===== config.mk =====
export PLATFORM = sky130hd
export DESIGN_NAME = regb_fifo_serializer_flat
export DESIGN_NICKNAME = d
export VERILOG_FILES = /design/src/rtl/regb_fifo_serializer_pkg.sv /design/src/rtl/regb_fifo_serializer_if.sv /design/src/rtl/regb_fifo_serializer_baud_tick.sv /design/src/rtl/regb_fifo_serializer.sv /design/src/flat_wrapper.sv
export SDC_FILE = /design/constraint.sdc
export NUM_CORES = 1
export LEC_CHECK = 0
export CORE_MARGIN = 3
export CORE_UTILIZATION = 43
export CTS_CLUSTER_SIZE = 40
export DETAILED_ROUTE_END_ITERATION = 10
export PLACE_DENSITY = 0.71
export SLEW_MARGIN = 20
export SYNTH_ARGS = -nofsm -noshare
export SYNTH_HDL_FRONTEND = slang
export SYNTH_SLANG_ARGS = --single-unit

===== constraint.sdc =====
create_clock -name clk -period 1.6 [get_ports clk]
set_clock_uncertainty 0.05 [all_clocks]
set_input_delay 0.32 -clock clk [delete_from_list [all_inputs] [get_ports clk]]
set_output_delay 0.32 -clock clk [all_outputs]
set_load 0.01 [all_outputs]

===== src/rtl/regb_fifo_serializer_pkg.sv =====
// Shared FSM state type and serial line levels for the FIFO-head serializer.
package regb_fifo_pkg;
  typedef enum logic [2:0] {IDLE, START, DATA, PARITY, STOP} state_t;

  localparam logic LINE_IDLE = 1'b1;
  localparam logic START_BIT = 1'b0;
  localparam logic STOP_BIT  = 1'b1;
endpackage


===== src/rtl/regb_fifo_serializer_if.sv =====
// FIFO-head pop handshake plus serial line/status bundle for regb_fifo_serializer.
interface regb_fifo_serializer_if #(parameter int WIDTH = 4);
  logic [WIDTH-1:0] fifo_data;
  logic             fifo_empty_n;
  logic             shift_out;
  logic             enable;
  logic             tx;
  logic             busy;
  logic             frame_done;

  modport slave  (input fifo_data, fifo_empty_n, enable,
                  output shift_out, tx, busy, frame_done);
  modport master (output fifo_data, fifo_empty_n, enable,
                  input shift_out, tx, busy, frame_done);
endinterface


===== src/rtl/regb_fifo_serializer_baud_tick.sv =====
// Bit-period divider: tick is high in the last of every DIV cycles; clear holds the count at zero.
module regb_baud_tick #(
  parameter int DIV = 4
) (
  input  logic clk,
  input  logic res_n,
  input  logic clear,
  output logic tick
);
  localparam int            CW   = (DIV > 1) ? $clog2(DIV) : 1;
  localparam logic [CW-1:0] LAST = CW'(DIV - 1);

  logic [CW-1:0] r_cnt;

  always_ff @(posedge clk or negedge res_n) begin
    if (!res_n) begin
      r_cnt <= '0;
    end else if (clear || (r_cnt == LAST)) begin
      r_cnt <= '0;
    end else begin
      r_cnt <= r_cnt + CW'(1);
    end
  end

  assign tick = (r_cnt == LAST);
endmodule


===== src/rtl/regb_fifo_serializer.sv =====
// Pops the FIFO head when idle and sends it as a start/data(LSB first)/[parity]/stop frame, DIV cycles per bit.
// Parity bit is present only when REGB_SER_PARITY_EN is defined; tx is registered, shift_out is combinational.
module regb_fifo_serializer
  import regb_fifo_pkg::*;
#(
  parameter int WIDTH = 4,
  parameter int DIV   = 4
) (
  input logic                  clk,
  input logic                  res_n,
  regb_fifo_serializer_if.slave bus
);
  localparam int            BW       = (WIDTH > 1) ? $clog2(WIDTH) : 1;
  localparam logic [BW-1:0] LAST_BIT = BW'(WIDTH - 1);

  state_t           r_state, w_state_nxt;
  logic [WIDTH-1:0] r_shreg, w_shreg_nxt;
  logic [BW-1:0]    r_bitcnt, w_bitcnt_nxt;
  logic             r_tx, w_tx_nxt;
  logic             w_tick, w_pop, w_done, w_clear;
`ifdef REGB_SER_PARITY_EN
  logic             r_par, w_par_nxt;
`endif

  assign w_clear = (r_state == IDLE);

  regb_baud_tick #(.DIV(DIV)) u_baud_tick (
    .clk   (clk),
    .res_n (res_n),
    .clear (w_clear),
    .tick  (w_tick)
  );

  // Gated by res_n so the FIFO is never popped while reset is held.
  assign w_pop = res_n & (r_state == IDLE) & bus.enable & bus.fifo_empty_n;

  always_ff @(posedge clk or negedge res_n) begin
    if (!res_n) begin
      r_state  <= IDLE;
      r_shreg  <= '0;
      r_bitcnt <= '0;
      r_tx     <= LINE_IDLE;
`ifdef REGB_SER_PARITY_EN
      r_par    <= 1'b0;
`endif
    end else begin
      r_state  <= w_state_nxt;
      r_shreg  <= w_shreg_nxt;
      r_bitcnt <= w_bitcnt_nxt;
      r_tx     <= w_tx_nxt;
`ifdef REGB_SER_PARITY_EN
      r_par    <= w_par_nxt;
`endif
    end
  end

  always_comb begin
    w_state_nxt  = r_state;
    w_shreg_nxt  = r_shreg;
    w_bitcnt_nxt = r_bitcnt;
    w_tx_nxt     = LINE_IDLE;
    w_done       = 1'b0;
`ifdef REGB_SER_PARITY_EN
    w_par_nxt    = r_par;
`endif
    case (r_state)
      IDLE: begin
        if (w_pop) begin
          w_state_nxt  = START;
          w_shreg_nxt  = bus.fifo_data;
          w_bitcnt_nxt = '0;
`ifdef REGB_SER_PARITY_EN
          w_par_nxt    = ^bus.fifo_data;
`endif
        end
      end
      START: begin
        if (w_tick) w_state_nxt = DATA;
      end
      DATA: begin
        if (w_tick) begin
          w_shreg_nxt = r_shreg >> 1;
          if (r_bitcnt == LAST_BIT) begin
            w_bitcnt_nxt = '0;
`ifdef REGB_SER_PARITY_EN
            w_state_nxt  = PARITY;
`else
            w_state_nxt  = STOP;
`endif
          end else begin
            w_bitcnt_nxt = r_bitcnt + BW'(1);
          end
        end
      end
`ifdef REGB_SER_PARITY_EN
      PARITY: begin
        if (w_tick) w_state_nxt = STOP;
      end
`endif
      STOP: begin
        if (w_tick) begin
          w_state_nxt = IDLE;
          w_done      = 1'b1;
        end
      end
      default: w_state_nxt = IDLE;
    endcase

    // tx is registered from the state being entered, so it lines up with that state's cycles.
    case (w_state_nxt)
      START:   w_tx_nxt = START_BIT;
      DATA:    w_tx_nxt = w_shreg_nxt[0];
`ifdef REGB_SER_PARITY_EN
      PARITY:  w_tx_nxt = r_par;
`endif
      STOP:    w_tx_nxt = STOP_BIT;
      default: w_tx_nxt = LINE_IDLE;
    endcase
  end

  assign bus.shift_out  = w_pop;
  assign bus.tx         = r_tx;
  assign bus.busy       = (r_state != IDLE);
  assign bus.frame_done = w_done;
endmodule


===== src/flat_wrapper.sv =====
// flat-port wrapper written by rule: the top's interface ports become plain ports
module regb_fifo_serializer_flat import regb_fifo_pkg::*;
#(
  parameter int WIDTH = 4,
  parameter int DIV   = 4
)
  (clk, res_n, bus_fifo_data, bus_fifo_empty_n, bus_enable, bus_shift_out, bus_tx, bus_busy, bus_frame_done);
  regb_fifo_serializer_if #(.WIDTH(WIDTH)) bus_i ();
  input logic clk;
  input logic res_n;
  input wire logic [$bits(bus_i.fifo_data)-1:0] bus_fifo_data;
  input wire logic [$bits(bus_i.fifo_empty_n)-1:0] bus_fifo_empty_n;
  input wire logic [$bits(bus_i.enable)-1:0] bus_enable;
  output wire logic [$bits(bus_i.shift_out)-1:0] bus_shift_out;
  output wire logic [$bits(bus_i.tx)-1:0] bus_tx;
  output wire logic [$bits(bus_i.busy)-1:0] bus_busy;
  output wire logic [$bits(bus_i.frame_done)-1:0] bus_frame_done;
  assign bus_i.fifo_data = bus_fifo_data;
  assign bus_i.fifo_empty_n = bus_fifo_empty_n;
  assign bus_i.enable = bus_enable;
  assign bus_shift_out = bus_i.shift_out;
  assign bus_tx = bus_i.tx;
  assign bus_busy = bus_i.busy;
  assign bus_frame_done = bus_i.frame_done;
  regb_fifo_serializer #(.WIDTH(WIDTH), .DIV(DIV)) u_core (.clk(clk), .res_n(res_n), .bus(bus_i));
endmodule

==> results of run 1 <==
## metal layers
metal / share of wire, % / routed length (um) / global-route usage, %
met5: 0 / 0 / 0
met4: 3.3 / 55 / 18.1
met3: 5.4 / 92 / 6.78
met2: 53 / 899 / 35.0
met1: 38 / 643 / 22.9
## worst max-delay path by stage
stage	to	cells after the start	slack [ps]	start
final	u_core.r_shreg[0]	6	10	u_core.r_state[0]
after global routing	u_core.r_shreg[0]	6	-60	u_core.r_state[0]
after CTS	u_core.r_bitcnt[0]	7	5	u_core.u_baud_tick.r_cnt[0]
after detailed placement	bus_shift_out	4	-470	res_n
after global placement	bus_shift_out	4	-440	res_n
after floorplan	u_core.r_shreg[0]	6	50	u_core.u_baud_tick.r_cnt[0]
## registers in the layout, indices dropped and copies added, names as in the netlist
register                  cells
u_core.r_state                3
u_core.r_shreg                4
u_core.r_bitcnt               2
u_core.bus.tx                 1
u_core.u_baud_tick.r_cnt      2
## layout make-up
cell class | instances | area share [%]
inverters | 3 | 1.20
flip-flops and latches | 12 | 32.3
well taps | 14 | 1.87
multi-input cells | 39 | 31.1
repair buffers | 33 | 29.7
clock buffers | 4 | 3.88
## placed cells by master (no fill, tap or decap), types with 2 or more instances in the layout
| cell | n |
|---|---|
| a21oi_1 | 2 |
| a22oi_1 | 2 |
| and2_4 | 2 |
| buf_4 | 20 |
| buf_6 | 4 |
| clkbuf_4 | 3 |
| clkdlybuf4s50_1 | 6 |
| dfrtp_1 | 11 |
| dlygate4sd2_1 | 2 |
| inv_1 | 2 |
| nand2_1 | 11 |
| nand3b_1 | 2 |
| nor2_1 | 2 |
| o21ai_1 | 2 |
## through the flow
step	cell area, sq um	hold slack (ps)	total power, mW	std cells
after global routing	935	90.5	1.57	105
after CTS	862	101	1.31	101
after detailed placement	818	433	1.05	95
after floorplan	587	-25.6	0.756	56
final	935	99.2	1.46	105
after global placement	818	406	1.01	95
## power by group through the flow
stage	sequential (mW)	combinational [mW]	clock, mW
floorplan	0.513	0.244	0
global placement	0.493	0.514	0
detailed placement	0.503	0.543	0
CTS	0.499	0.559	0.249
global route	0.516	0.775	0.280
finish	0.503	0.715	0.246
## what timing repair did
| item | CTS | global route |
|---|---|---|
| setup endpoints to repair | 9 | 8 |
| buffers inserted | 2 | 4 |
| pin swaps | 2 | 5 |
| resized for setup | 17 | 10 |
## logic make-up (layout without fill, tap and decap cells)
logic type      after synthesis  after routing
simple gates                 26             26
compound gates               11             11
fa+ha+maj                     2              2
buf+inv                       5             40
flops                        12             12
==> results.py, run 1 <==
metrics = {
    "worst_setup_path": {
        "crit_type": "flop to flop",
        "crit_buf_inv": 3,
        "cp_common_cell": "buf_6",
        "cp-start-kind": "flop",
        "required_ps": 1720,
        "r2r_slack_ps": 10,
        "crit_chain": "buf_6 -> buf_6 -> and4bb_4 -> a21oi_4 -> a221oi_4 -> inv_1",
        "r2r_end": "u_core.r_shreg[0]",
        "crit_arrival_ps": 1710,
        "reg2regPathDepth": 6,
        "path_delay_family": "flip-flops",
        "cpPeakStageDelay_ps": 410,
        "r2r-start": "u_core.r_state[0]",
        "cp_slowest_cell": "dfrtp_1",
        "critPathCaptureType": "flop",
        "worstPathMaxFanout": 4,
    },
    "timing": {
        "maxSlewViolCount": 0,
        "finalSetupViolCount": 0,
        "tightestPinTransition_ps": 277,
        "rsz0062_at_grt": "true",
        "hold_viol": 0,
        "finalCriticalPeriod_ps": 1590,
        "period_share_pct": 99.2,
        "fmax_mhz": 630,
        "relSlewSlack_pct": 81.5,
        "fin_tns_setup_ps": 0,
        "setup_ws_ps": 12.1,
    },
    "synth": {
        "synth_xor_area_share_pct": 0,
        "synth_simple_gate_area_share_pct": 23.5,
        "synth_fa_ha_area_share_pct": 4.26,
        "synth-seq-cells": 12,
        "yosys.area.top_type_share_pct": 46.9,
        "netlist_area_sq_um": 587,
        "ys_top_cells_by_count": "nand2_1, dfrtp_1, inv_1",
        "synth_most_common_cell": "nand2_1",
        "netlist.top_cell.by_area": "dfrtp_1",
        "synth_top_family_by_area": "simple AND/OR/NAND/NOR gates",
        "ys_seq_area_share_pct": 51.4,
        "synth_area_leaders": "dfrtp_1, nand2_1, a221oi_4, dfstp_2, ha_1",
        "synthCells": 56,
        "syn_nets": 66,
        "syn_area_per_cell_sq_um": 10.5,
        "synth_edf_count": 0,
        "synth_compound_area_share_pct": 16.2,
        "async_flop_share_pct": 100,
        "synth_warnings": 0,
        "synthMuxAreaShare_pct": 0,
        "synth_cell_types": 24,
        "synth-main-ff-cell": "dfrtp_1",
    },
    "power": {
        "leakagePower_nw": 0.445,
        "p_switching_uw": 489,
        "clock_power_share_pct": 16.8,
        "ir_worst_vdd_mv": 1.23,
        "p_per_area_nw_per_um2": 1570,
        "internal-power_uw": 976,
        "comb_power_share_pct": 48.8,
        "p_seq_share_pct": 34.4,
        "p_sw_share_pct": 33.4,
    },
    "grt": {
        "grt_pass1_wl_um": 2750,
        "grt_antenna_before_repair": 0,
        "grt_start_max_net_pins": 13,
        "grt.overflow.total": 0,
        "track_usage_pct": 21.8,
        "first_global_vias": 619,
    },
    "floorplan": {
        "die-area_sq_um": 1840,
        "fp.coreArea_sq_um": 1190,
        "io_pins": 12,
        "row_count": 12,
        "initial_core_util_pct": 49.5,
        "die_y_um": 42.9,
        "fp.dieW_um": 42.9,
    },
    "cells_and_area": {
        "regArea_sq_um": 302,
        "fin_util_pct": 78.8,
        "antenna_cells": 0,
        "drive_gt1_share_pct": 45.1,
        "multi_input_area_sq_um": 290,
        "syn_to_final_growth_pct": 59.3,
        "final_nets": 102,
        "fillers": 79,
    },
    "clock_network": {
        "cts_buffers": 3,
        "clock-sinks": 12,
        "cts_root_buf": "clkbuf_4",
        "tritoncts": "built",
        "clk_pin_slew_ps": 80,
        "worst_skew_pair.late_latency_ps": 280,
        "ctsHoldBuffers": 0,
        "cts_max_level": 1,
        "clock_path_buffers": 2,
    },
    "place": {
        "gp_congestion": 0.718,
        "place_hpwl_um": 1060,
        "port_buffers": 11,
        "pre_cts_slack_ps": -467,
    },
    "route": {
        "first_iter_violations": 4,
        "wl_per_cell_um": 16.1,
        "num_vias": 560,
        "dr.pass1.iters": 4,
        "antenna_left": 0,
        "drcViolationCount": 0,
        "viasPerCell": 5.33,
        "wl_um": 1690,
    },
    "run": {
        "max_cap_violations": 0,
    },
    "run_status": {
        "status": "finished clean",
    },
    "worst_hold_path": {
        "hold_class": "input port to async pin",
    },
}
Power figures use the tool's default switching activity.
==> run 2: changes to the inputs <==
--- a/config.mk
+++ b/config.mk
@@ -10,6 +10,7 @@
 export CTS_CLUSTER_SIZE = 40
 export DETAILED_ROUTE_END_ITERATION = 10
 export PLACE_DENSITY = 0.71
+export SKIP_CTS_REPAIR_TIMING = 1
 export SLEW_MARGIN = 20
 export SYNTH_ARGS = -nofsm -noshare
 export SYNTH_HDL_FRONTEND = slang
==> results.py, run 2 (synthesized netlist as in run 1, its figures left out) <==
metrics = {
    "run_status": {
        "status": "finished clean",
    },
    "route": {
        "dr.pass1.iters": 4,
        "drcViolationCount": 0,
        "viasPerCell": 5.19,
        "first_iter_violations": 3,
        "wl_um": 1680,
        "antenna_left": 0,
        "num_vias": 540,
        "wl_per_cell_um": 16.1,
    },
    "cells_and_area": {
        "final_common_cell": "buf_4",
        "antenna_cells": 0,
        "largest_reg_flops": 4,
        "final_cell_mix": "buf_4, nand2_1, dfrtp_1",
        "drive_gt1_share_pct": 45.6,
        "largest_register": "u_core.r_shreg",
        "final_nets": 101,
        "fin_cells": 104,
        "reg_top3": "u_core.r_shreg (4), u_core.r_state (3)",
        "syn_to_final_growth_pct": 60.3,
    },
    "run": {
        "max_cap_violations": 0,
    },
    "power": {
        "comb_power_share_pct": 48.2,
        "p_sw_share_pct": 33.1,
        "leakagePower_nw": 0.459,
        "p_seq_share_pct": 35.1,
        "internal-power_uw": 968,
        "clock_power_share_pct": 16.8,
        "p_per_area_nw_per_um2": 1540,
        "p_total_mw": 1.45,
        "p_switching_uw": 479,
        "ir_worst_vdd_mv": 1.25,
    },
    "place": {
        "post-place-cells": 95,
        "place_hpwl_um": 1060,
        "pre_cts_slack_ps": -467,
        "port_buffers": 11,
        "gp_congestion": 0.718,
    },
    "grt": {
        "grt_antenna_before_repair": 0,
        "first_global_vias": 568,
        "grt.overflow.total": 0,
        "grt_pass1_wl_um": 2420,
        "grt_start_max_net_pins": 13,
        "track_usage_pct": 19.4,
    },
    "clock_network": {
        "worst_skew_pair.late_latency_ps": 270,
        "cts_buffers": 3,
        "clk_pin_slew_ps": 80,
        "clock_path_buffers": 2,
        "tritoncts": "built",
        "clock-sinks": 12,
        "cts_root_buf": "clkbuf_4",
        "cts_max_level": 1,
    },
    "timing": {
        "setup_ws_ps": 19.3,
        "finalSetupViolCount": 0,
        "tightestPinTransition_ps": 280,
        "relSlewSlack_pct": 81.4,
        "fmax_mhz": 633,
        "fin_tns_setup_ps": 0,
        "finalCriticalPeriod_ps": 1580,
        "maxSlewViolCount": 0,
        "period_share_pct": 98.8,
        "hold_viol": 0,
        "rsz0062_at_grt": "true",
    },
    "worst_setup_path": {
        "reg2regPathDepth": 6,
        "crit_arrival_ps": 1700,
        "r2r_end": "u_core.r_shreg[0]",
        "r2r_slack_ps": 20,
        "worstPathMaxFanout": 6,
        "crit_type": "flop to flop",
        "required_ps": 1710,
        "r2r-start": "u_core.r_state[0]",
        "cp-start-kind": "flop",
        "critPathCaptureType": "flop",
    },
    "floorplan": {
        "die_y_um": 42.9,
        "fp.coreArea_sq_um": 1190,
        "io_pins": 12,
        "row_count": 12,
        "fp.dieW_um": 42.9,
        "die-area_sq_um": 1840,
        "initial_core_util_pct": 49.5,
    },
    "worst_hold_path": {
        "hold_class": "input port to async pin",
    },
}
[run 2: changes by cell type in the layout (fill, tap and decap cells not counted)]
cell            change
buf_4               -4
buf_6               +3
dlygate4sd2_1       -2
dlymetal6s2s_1      +2
and3_1              -1
and3_4              +1
and4bb_2            +1
and4bb_4            -1
buf_2               -1
clkbuf_2            +1
nor3_2              +1
nor3_4              -1
[run 2: per-layer routing]
metal  track usage [%]  routed length (um)
met4              14.5                  21
met5                 0                   0
met2              28.7                 872
met1              21.1                 709
met3              9.32                  76
[run 2: critical path, cell delays in order (launching register included)]
cell      delay (ps)
dfrtp_1          410
buf_6            130
buf_6            120
and4bb_2         370
a21oi_4           70
a221oi_4         250
inv_1             60
[run 2: area by class of cell]
| type | count | area [sq um] |
|---|---|---|
| repair buffers | 32 | 289 |
| well taps | 14 | 17.5 |
| inverters | 3 | 11.3 |
| multi-input cells | 39 | 285 |
| clock buffers | 4 | 36.3 |
| fillers | 74 | 245 |
| flip-flops and latches | 12 | 302 |
[run 2: how the worst max path moves through the flow]
stage,startpoint,end,slack (ps)
finish,u_core.r_state[0],u_core.r_shreg[0],20
detailed placement,res_n,bus_shift_out,-470
floorplan,u_core.u_baud_tick.r_cnt[0],u_core.r_shreg[0],50
global placement,res_n,bus_shift_out,-440
global route,u_core.u_baud_tick.r_cnt[0],bus_frame_done,-70
CTS,res_n,bus_shift_out,-470
[run 2: power groups by stage]
stage / registers [mW] / logic (mW) / clock network, mW
6_report: 0.507 / 0.697 / 0.242
5_1_grt: 0.518 / 0.763 / 0.274
4_1_cts: 0.498 / 0.543 / 0.249
3_5_place_dp: 0.503 / 0.543 / 0
3_3_place_gp: 0.493 / 0.514 / 0
2_1_floorplan: 0.513 / 0.244 / 0
[run 2: stage by stage]
stage               cell area (sq um)  utilization [%]  hold WS, ps
floorplan                         587                -        -25.6
global placement                  818             69.0          406
detailed placement                818             69.0          433
CTS                               855             72.0          373
global route                      941             79.3         4.09
finish                            941             79.3         3.24
